$ cat config.mk
export PLATFORM = sky130hd
export DESIGN_NAME = quad_uart_wb_decoder
export DESIGN_NICKNAME = d
export VERILOG_FILES = /design/src/rtl/quad_uart_wb_pkg.sv /design/src/rtl/qu_ack_timer.sv /design/src/rtl/quad_uart_wb_decoder.sv
export SDC_FILE = /design/constraint.sdc
export NUM_CORES = 1
export LEC_CHECK = 0
export ABC_CLOCK_PERIOD_IN_PS = 2000
export BUFFER_PORTS_ARGS = -buffer_cell sky130_fd_sc_hd__buf_2
export CAP_MARGIN = 20
export CORE_MARGIN = 10
export CORE_UTILIZATION = 35
export CTS_CLUSTER_SIZE = 12
export DETAILED_ROUTE_END_ITERATION = 10
export PLACE_DENSITY = 0.79
export SYNTH_ARGS = -nofsm -noshare
export SYNTH_HDL_FRONTEND = slang
export SYNTH_SLANG_ARGS = --single-unit
$ cat constraint.sdc
create_clock -name wb_clk_i -period 2 [get_ports wb_clk_i]
set_clock_uncertainty 0.15 [all_clocks]
set_input_delay 0.4 -clock wb_clk_i [delete_from_list [all_inputs] [get_ports wb_clk_i]]
set_output_delay 0.4 -clock wb_clk_i [all_outputs]
set_load 0.02 [all_outputs]
$ cat src/rtl/quad_uart_wb_pkg.sv
// Shared types and field positions for the quad UART Wishbone front end.
package quad_uart_wb_pkg;

    typedef enum logic [1:0] {
        ST_IDLE = 2'd0,
        ST_WAIT = 2'd1,
        ST_ACK  = 2'd2,
        ST_ERR  = 2'd3
    } state_t;

    localparam int NUM_CH = 4;
    localparam int CH_W   = $clog2(NUM_CH);
    localparam int CH_LSB = 3;
    localparam int REG_W  = 3;

endpackage

$ cat src/rtl/qu_ack_timer.sv
// 8-bit saturating cycle counter for the downstream ack timeout.
module qu_ack_timer #(
    parameter int ACK_TIMEOUT = 255
) (
    input  logic clk,
    input  logic rst_n,
    input  logic clr,
    input  logic en,
    output logic done
);

    localparam logic [7:0] LIMIT = 8'(ACK_TIMEOUT);

    logic [7:0] count;

    always_ff @(posedge clk or negedge rst_n) begin
        if (!rst_n) begin
            count <= 8'd0;
        end else if (clr) begin
            count <= 8'd0;
        end else if (en && count != 8'hFF) begin
            count <= count + 8'd1;
        end
    end

    assign done = (count == LIMIT);

endmodule

$ cat src/rtl/quad_uart_wb_decoder.sv
// Wishbone slave front end: decodes one of four UART channels, steers the byte
// lane, registers the response and flags bad requests or ack timeouts.
//
// state | meaning
// IDLE  | waiting for a Wishbone request
// WAIT  | strobing the selected channel, waiting for its ack
// ACK   | one-cycle wb_ack_o
// ERR   | one-cycle wb_err_o
module quad_uart_wb_decoder
    import quad_uart_wb_pkg::*;
#(
    parameter logic [31:0] BASE_ADDR   = 32'h0000_0000,
    parameter int          ACK_TIMEOUT = 255
) (
    input  logic                wb_clk_i,
    input  logic                wb_rst_i,
    input  logic [31:0]         wb_adr_i,
    input  logic [31:0]         wb_dat_i,
    output logic [31:0]         wb_dat_o,
    input  logic [3:0]          wb_sel_i,
    input  logic                wb_we_i,
    input  logic                wb_stb_i,
    input  logic                wb_cyc_i,
    output logic                wb_ack_o,
    output logic                wb_err_o,
    output logic [REG_W-1:0]    ch_adr_o,
    output logic [7:0]          ch_dat_o,
    output logic                ch_we_o,
    output logic [NUM_CH-1:0]   ch_stb_o,
    output logic [NUM_CH-1:0]   ch_cyc_o,
    input  logic [31:0]         ch_dat_i,
    input  logic [NUM_CH-1:0]   ch_ack_i,
    input  logic [NUM_CH-1:0]   ch_int_i,
    output logic                int_o
);

    state_t            state, state_nx;
    logic [CH_W-1:0]   ch_q;
    logic              req, good, accept, ch_ack, tmr_en, tmr_done;
    logic [1:0]        lane;

    assign lane   = wb_adr_i[1:0];
    assign req    = wb_cyc_i & wb_stb_i;
    assign good   = (wb_adr_i[31:5] == BASE_ADDR[31:5]) &&
                    (wb_sel_i == (4'b0001 << lane));
    assign accept = (state == ST_IDLE) && req && good;
    assign ch_ack = ch_ack_i[ch_q];

    // The count equals the current WAIT cycle number, so the last WAIT
    // cycle before the error path is cycle ACK_TIMEOUT.
    assign tmr_en = accept || (state == ST_WAIT);

    qu_ack_timer #(.ACK_TIMEOUT(ACK_TIMEOUT)) u_timer (
        .clk   (wb_clk_i),
        .rst_n (wb_rst_i),
        .clr   (!tmr_en),
        .en    (tmr_en),
        .done  (tmr_done)
    );

    always_ff @(posedge wb_clk_i or negedge wb_rst_i) begin
        if (!wb_rst_i) begin
            state <= ST_IDLE;
        end else begin
            state <= state_nx;
        end
    end

    always_comb begin
        state_nx = state;
        case (state)
            ST_IDLE: if (req) state_nx = good ? ST_WAIT : ST_ERR;
            ST_WAIT: begin
                if (!wb_cyc_i)     state_nx = ST_IDLE;
                else if (ch_ack)   state_nx = ST_ACK;
                else if (tmr_done) state_nx = ST_ERR;
            end
            ST_ACK:  state_nx = ST_IDLE;
            ST_ERR:  state_nx = ST_IDLE;
            default: state_nx = ST_IDLE;
        endcase
    end

    always_ff @(posedge wb_clk_i or negedge wb_rst_i) begin
        if (!wb_rst_i) begin
            ch_q     <= '0;
            ch_adr_o <= '0;
            ch_dat_o <= 8'h00;
            ch_we_o  <= 1'b0;
            wb_dat_o <= 32'h0;
            int_o    <= 1'b0;
        end else begin
            int_o <= |ch_int_i;
            if (accept) begin
                ch_q     <= wb_adr_i[CH_LSB +: CH_W];
                ch_adr_o <= wb_adr_i[REG_W-1:0];
                ch_we_o  <= wb_we_i;
                ch_dat_o <= wb_dat_i[{lane, 3'b000} +: 8];
            end
            if (state == ST_WAIT && wb_cyc_i && ch_ack && !ch_we_o) begin
                wb_dat_o <= {4{ch_dat_i[{ch_q, 3'b000} +: 8]}};
            end
        end
    end

    assign ch_stb_o = (state == ST_WAIT) ? (NUM_CH'(1) << ch_q) : '0;
    assign ch_cyc_o = ch_stb_o;
    assign wb_ack_o = (state == ST_ACK);
    assign wb_err_o = (state == ST_ERR);

endmodule

# [Word level (Yosys, flattened, before mapping)]
# Index checks and enable logic that the tools add are counted.
[op_classes] mul=0 order_cmp=1 n_bitwise=1 eq_ne=9 add_sub_neg=1 shifts=4 n_mux=11 div=0 reduce_logical=14
[ops] cell="$shiftx A32 B6 Y8" count=2
[ops] cell="$logic_not A27 Y1" count=1
[ops] cell="$mux W8" count=2
[ops] cell="$mux W2" count=5
[ops] cell="$add A8 B1 Y8 const B" count=1
[ops] cell="$eq A8 B8 Y1 const B" count=1
[ops] cell="$ne A8 B8 Y1 const B" count=1
[ops] cell="$shl A1 B2 Y4 const A" count=2
[ops] cell="$logic_and A1 B1 Y1" count=7
[ops] cell="$pmux W2 S3" count=1
[ops] cell="$eq A2 B2 Y1 const B" count=2
[ops] cell="$eq A4 B4 Y1" count=1
[ops] cell="$mux W4" count=1
[ops] cell="$ne A2 B2 Y1 const B" count=2
[ops] cell="$ne A4 B4 Y1 const B" count=1
[ops] cell="$reduce_or A4 Y1" count=1
[ops] cell="$lt A2 B3 Y1 const B" count=1
[ops] cell="$bmux W1 S2" count=1
[ops] cell="$eq A2 B1 Y1 const B" count=1
[ops] cell="$logic_not A2 Y1" count=1
[ops] cell="$reduce_and A2 Y1" count=1
[ops] cell="$reduce_or A2 Y1" count=1
[ops] cell="$and A1 B1 Y1" count=1
[ops] cell="$logic_not A1 Y1" count=1
[ops] cell="2 further kinds" count=2
[word_totals] latchBits=0 romBits=0 input_bits=113 mem_count=0 out_inout_bits=55 ramBits=0 reg_bits=57

# [Depth between registers and ports, before layout]
[logic_depth] depth_word=8 mapped_depth=8 depth_no_buf=6

# [Cells and area by module]
# Synthesis repeated with hierarchy kept, for this count alone.
[unflattened] cells_unflattened=191 hier_area_um2=2358.5
[by_module_without_submodules] mod="quad_uart_wb_decoder" n_inst=1 cells_each=144 area_each_um2=1884.3 seq_area_each_um2=625.6
[by_module_without_submodules] mod="qu_ack_timer" n_inst=1 cells_each=47 area_each_um2=474.2 seq_area_each_um2=200.2

# [Worst setup path before layout]
# No wires, ideal clock.
[synth_path] kind="in2reg" startpoint="in wb_adr_i[15]" endpoint="reg ch_adr_o[0]" path_buffers=2 stages=7 t_required_ns=1.725 setup_ns=0.125 t_arrival_ns=2.000 path_slack_ns=-0.275 cell_sequence="nor4_2 nand4_1 a211oi_2 or4b_1 buf_2 buf_6 mux2_4"
[synth_via] elab_chain_cells=3
[synth_lines] item="start: declaration" line_no="quad_uart_wb_decoder.sv:17" source="input logic [31:0] wb_adr_i,"
[synth_lines] item="$logic_not A27 Y1" line_no="quad_uart_wb_decoder.sv:44" source="assign good = (wb_adr_i[31:5] == BASE_ADDR[31:5]) &&"
[synth_lines] item="$logic_and A1 B1 Y1" line_no="quad_uart_wb_decoder.sv:44"
[synth_lines] item="$logic_and A1 B1 Y1" line_no="quad_uart_wb_decoder.sv:46" source="assign accept = (state == ST_IDLE) && req && good;"
[synth_lines] item="end signal: assignment" line_no="quad_uart_wb_decoder.sv:96" source="ch_adr_o <= wb_adr_i[REG_W-1:0];"
[synth_lines] item="end: declaration" line_no="quad_uart_wb_decoder.sv:26" source="output logic [REG_W-1:0] ch_adr_o,"
# Every way passes these cells.
# A chain may end at the register's enable or synchronous reset.

# [Worst setup path in the final report]
[layout_path] startpoint="in wb_adr_i[14]" endpoint="reg ch_q[1]"
[layout_via] elab_chain_cells=3
[layout_lines] item="$logic_not A27 Y1" line_no="quad_uart_wb_decoder.sv:44"
[layout_lines] item="$logic_and A1 B1 Y1" line_no="quad_uart_wb_decoder.sv:44"
[layout_lines] item="$logic_and A1 B1 Y1" line_no="quad_uart_wb_decoder.sv:46"
[layout_lines] item="end signal: assignment" line_no="quad_uart_wb_decoder.sv:95" source="ch_q <= wb_adr_i[CH_LSB +: CH_W];"
[layout_lines] item="end: declaration" line_no="quad_uart_wb_decoder.sv:38" source="logic [CH_W-1:0] ch_q;"
# Every way passes these cells.

==> summary.md <==
| Metric | Value |
|---|---|
| Final TNS setup | -2.43 ns |
| FILL cells | 573 |
| Crit Path Max Fanout | 12 |
| Critical Path Max Stage Delay | 0.52 ns |
| Power per Cell Area | 669 mW/mm^2 |
| Commonest cells post-synth | 33 x dfrtp_1, 28 x buf_4, 17 x mux4_2, 12 x mux2_4, 10 x mux2_2 |
| TritonCTS clock tree | yes |
| Status | complete, but fails checks |
| Dpl cells | 398 |
| Fmax achieved | 464 MHz |
| Req. time, crit path | 2.02 ns |
| Failing checks | setup timing |
| Final Slew Violations | 0 |
| Clk Latency, worst-skew pair | 0.28 ns |
| Core Area | 0.00631 sq mm |
| Layout cell share with drive strength beyond 1 | 0.738 |
| Die height | 100 um |
| Critical Path Slowest Stage Cell | or4b_4 |
| Final WL | 7520 um |
| WHS | 0.148 ns |
| Number of library cell types mapped by synthesis | 40 |
| Placer Congestion | 0.771 |
| Slew @ Worst Pin | 0.543 ns |
| CP bufs+invs | 2 |
| Hold crit path type | primary input to flop |
| Period utilization | 1.08 |
| Number of synthesized flops with an enable pin | 0 |
| Final antenna-violating net count | 0 |
| Setup CP Type | primary input to flop |
| H-tree levels | 2 |
| DRC | 0 |
| Final setup fails | 19 |
| Non-filler instance count after layout | 409 |
| Register area | 827 sq um |
| DIE AREA | 0.0101 sq mm |
| Worst Path Arrival | 2.18 ns |
| Final Hold Fails | 0 |
| Crit-path cells | buf_2 -> nor4_2 -> nand4_1 -> a211oi_2 -> or4b_4 -> buf_6 -> mux2_4 |
| Initial antenna violation count | 0 |
| Root Driver | clkbuf_8 |
| Worst Hold Path EP | int_o |
| Cells after synthesis | 178 |
| Total grt overflow | 0 |
| Clk slew on worst S/H paths | 0.07 ns |
| Crit path time final | 2.16 ns |
| Via-to-Cell Ratio | 5.09 |
| Post-synth top area cell | dfrtp_1 |
| Leak | 1.67 nW |
| Area of the multi-input gates | 0.00119 sq mm |
| Crit. End Element | flop |
| Via Count | 2082 |
| Count leader, synth | dfrtp_1 |
| Total power | 2.14 mW |
| Top cells by area, synth | dfrtp_1 37%, mux4_2 17%, buf_4 9.3%, mux2_4 8.0%, mux2_2 5.0% |
| Post-Synthesis Mean Instance Area | 12.7 sq um |
| Primary FF master, synth | dfrtp_1 |
| Final Core Density | 0.506 |
| FF+latch count, synth | 33 |
| RR Startpoint | u_timer.count[0] |
| Deepest clock path buffer count | 2 |
| VDD IR max | 0.000532 V |
| Vias in the first global route | 2406 |
| Global-route wire length before repair | 11800 um |
| Slew headroom | 0.638 |
| Worst Reg2Reg Path Length in Cells | 6 |
| Crit path launch | wb_adr_i[14] |
| GRT Total Usage | 0.144 |
| Hold Crit Start | ch_int_i[2] |
| TritonRoute pass-1 iters | 4 |
| Num CTS Buffers | 5 |
| Num ports | 168 |
| Clock sinks | 33 |
| Final WS setup | -0.157 ns |
| Antenna Cells | 0 |
| DR WL/cell | 18.4 um |
| RSZ-0062 raised after global routing | true |
| Initial DRC count | 66 |
| Hold Crit Depth | 2 |
| Top Family by Delay on Critical Path | simple AND/OR/NAND/NOR gates |
| Pin count of the biggest net entering global routing | 23 |
| Crit Reg-Reg Endpoint | u_timer.count[3] |
| Layout area overhead | 41.6% |
| Starting Density | 0.358 |
| Port buffer count | 167 |
| Critical path startpoint category | primary input |
| Dpl hpwl | 6440 um |
| # Max-Cap Violations | 0 |
| Syn Nets | 292 |
| Final non-filler cell area | 0.00320 sq mm |
| FFs w/ async S/R, synth | 1.00 |
| Synth Warn # | 0 |
| Core Rows | 29 |
| Pre-CTS setup slack | -0.514 ns |
| Yosys top cell area share | 0.366 |
| Fin nets | 445 |
| Seq/Total Area, Yosys | 0.366 |
| Placed Instance Area | 0.00304 sq mm |
| Die width | 100 um |
| Syn Std Cell Area | 0.00226 sq mm |
| R2r setup slk | 0.12 ns |
[worst register-to-register path: stages, from the launching register on]
cell and delay, ns:
dfrtp_1 0.40, ha_1 0.25, and3_1 0.24, nand4_1 0.29, nand4_1 0.21, xor2_1 0.16, a21oi_1 0.06
[timing repair]
action	in CTS	in global routing
resized for setup	6	6
pin swaps	2	1
endpoints found under the hold margin	20	0
setup buffers	2	0
hold buffers	1	0
gates cloned	0	0
endpoints found under the setup margin	28	28
[worst max-delay path by stage]
stage	to	slack (ns)	depth (start not counted)
2_1_floorplan	ch_adr_o[0]	-0.28	7
3_5_place_dp	ch_dat_o[6]	-0.51	7
4_1_cts	ch_dat_o[5]	-0.17	7
3_3_place_gp	ch_dat_o[2]	-0.48	7
6_report	ch_q[1]	-0.16	7
5_1_grt	ch_adr_o[1]	-0.28	7
[registers in the layout, summed over array words and instances, names as in the netlist]
register	flops
ch_adr_o	3
wb_dat_o	8
ch_dat_o	8
u_timer.count	8
state	2
ch_q	2
int_o	1
ch_we_o	1
[power by group]
group	total (mW)	internal [mW]	leakage (nW)	switching, mW
clock network	0.494	0.240	0.0439	0.254
registers	0.797	0.730	0.437	0.0663
logic	0.850	0.341	1.19	0.508
total	2.14	1.31	1.67	0.828
[per-layer routing]
layer	share of wire	vias to the layer above	global-route usage
li1	-	954	-
met1	0.36	978	0.141
met2	0.50	146	0.257
met3	0.13	4	0.0769
met4	0.011	0	0.0435
met5	0	-	0
[logic make-up (layout without fill, tap and decap cells)]
kind of cell | count (synthesis) | in the layout | synth area share
mux | 40 | 40 | 0.304
buf+inv | 39 | 193 | 0.123
compound gates | 16 | 16 | 0.0660
flops | 33 | 33 | 0.366
simple gates | 46 | 46 | 0.125
fa+ha+maj | 1 | 1 | 0.00554
xor+xnor | 3 | 3 | 0.0116
[cells in the final DEF, fill, tap and decap left out, types with 2 or more instances in the layout]
master and n:
buf_2 165, dfrtp_1 32, mux4_2 17, buf_4 14
mux2_4 12, mux2_2 10, nor2_1 7, nor4_2 6
and2_1 5, clkbuf_8 5, nand2_1 4, a221oi_2 4
and3_1 3, nor3_1 3, nand4_1 3, a21oi_1 3
nor2b_1 2, nand2b_1 2, inv_1 2, nor3b_1 2
o211ai_1 2, nand3_1 2, xnor2_1 2, clkinv_2 2
[area by class of cell]
cell class	instances	area share
Clock buffer	5	0.0215
Sequential cell	33	0.259
Timing Repair Buffer	183	0.309
Inverter	2	0.00235
Multi-Input combinational cell	106	0.373
Clock inverter	3	0.00548
Tap cell	77	0.0301
Note: power is estimated with default switching activity, not from simulation.
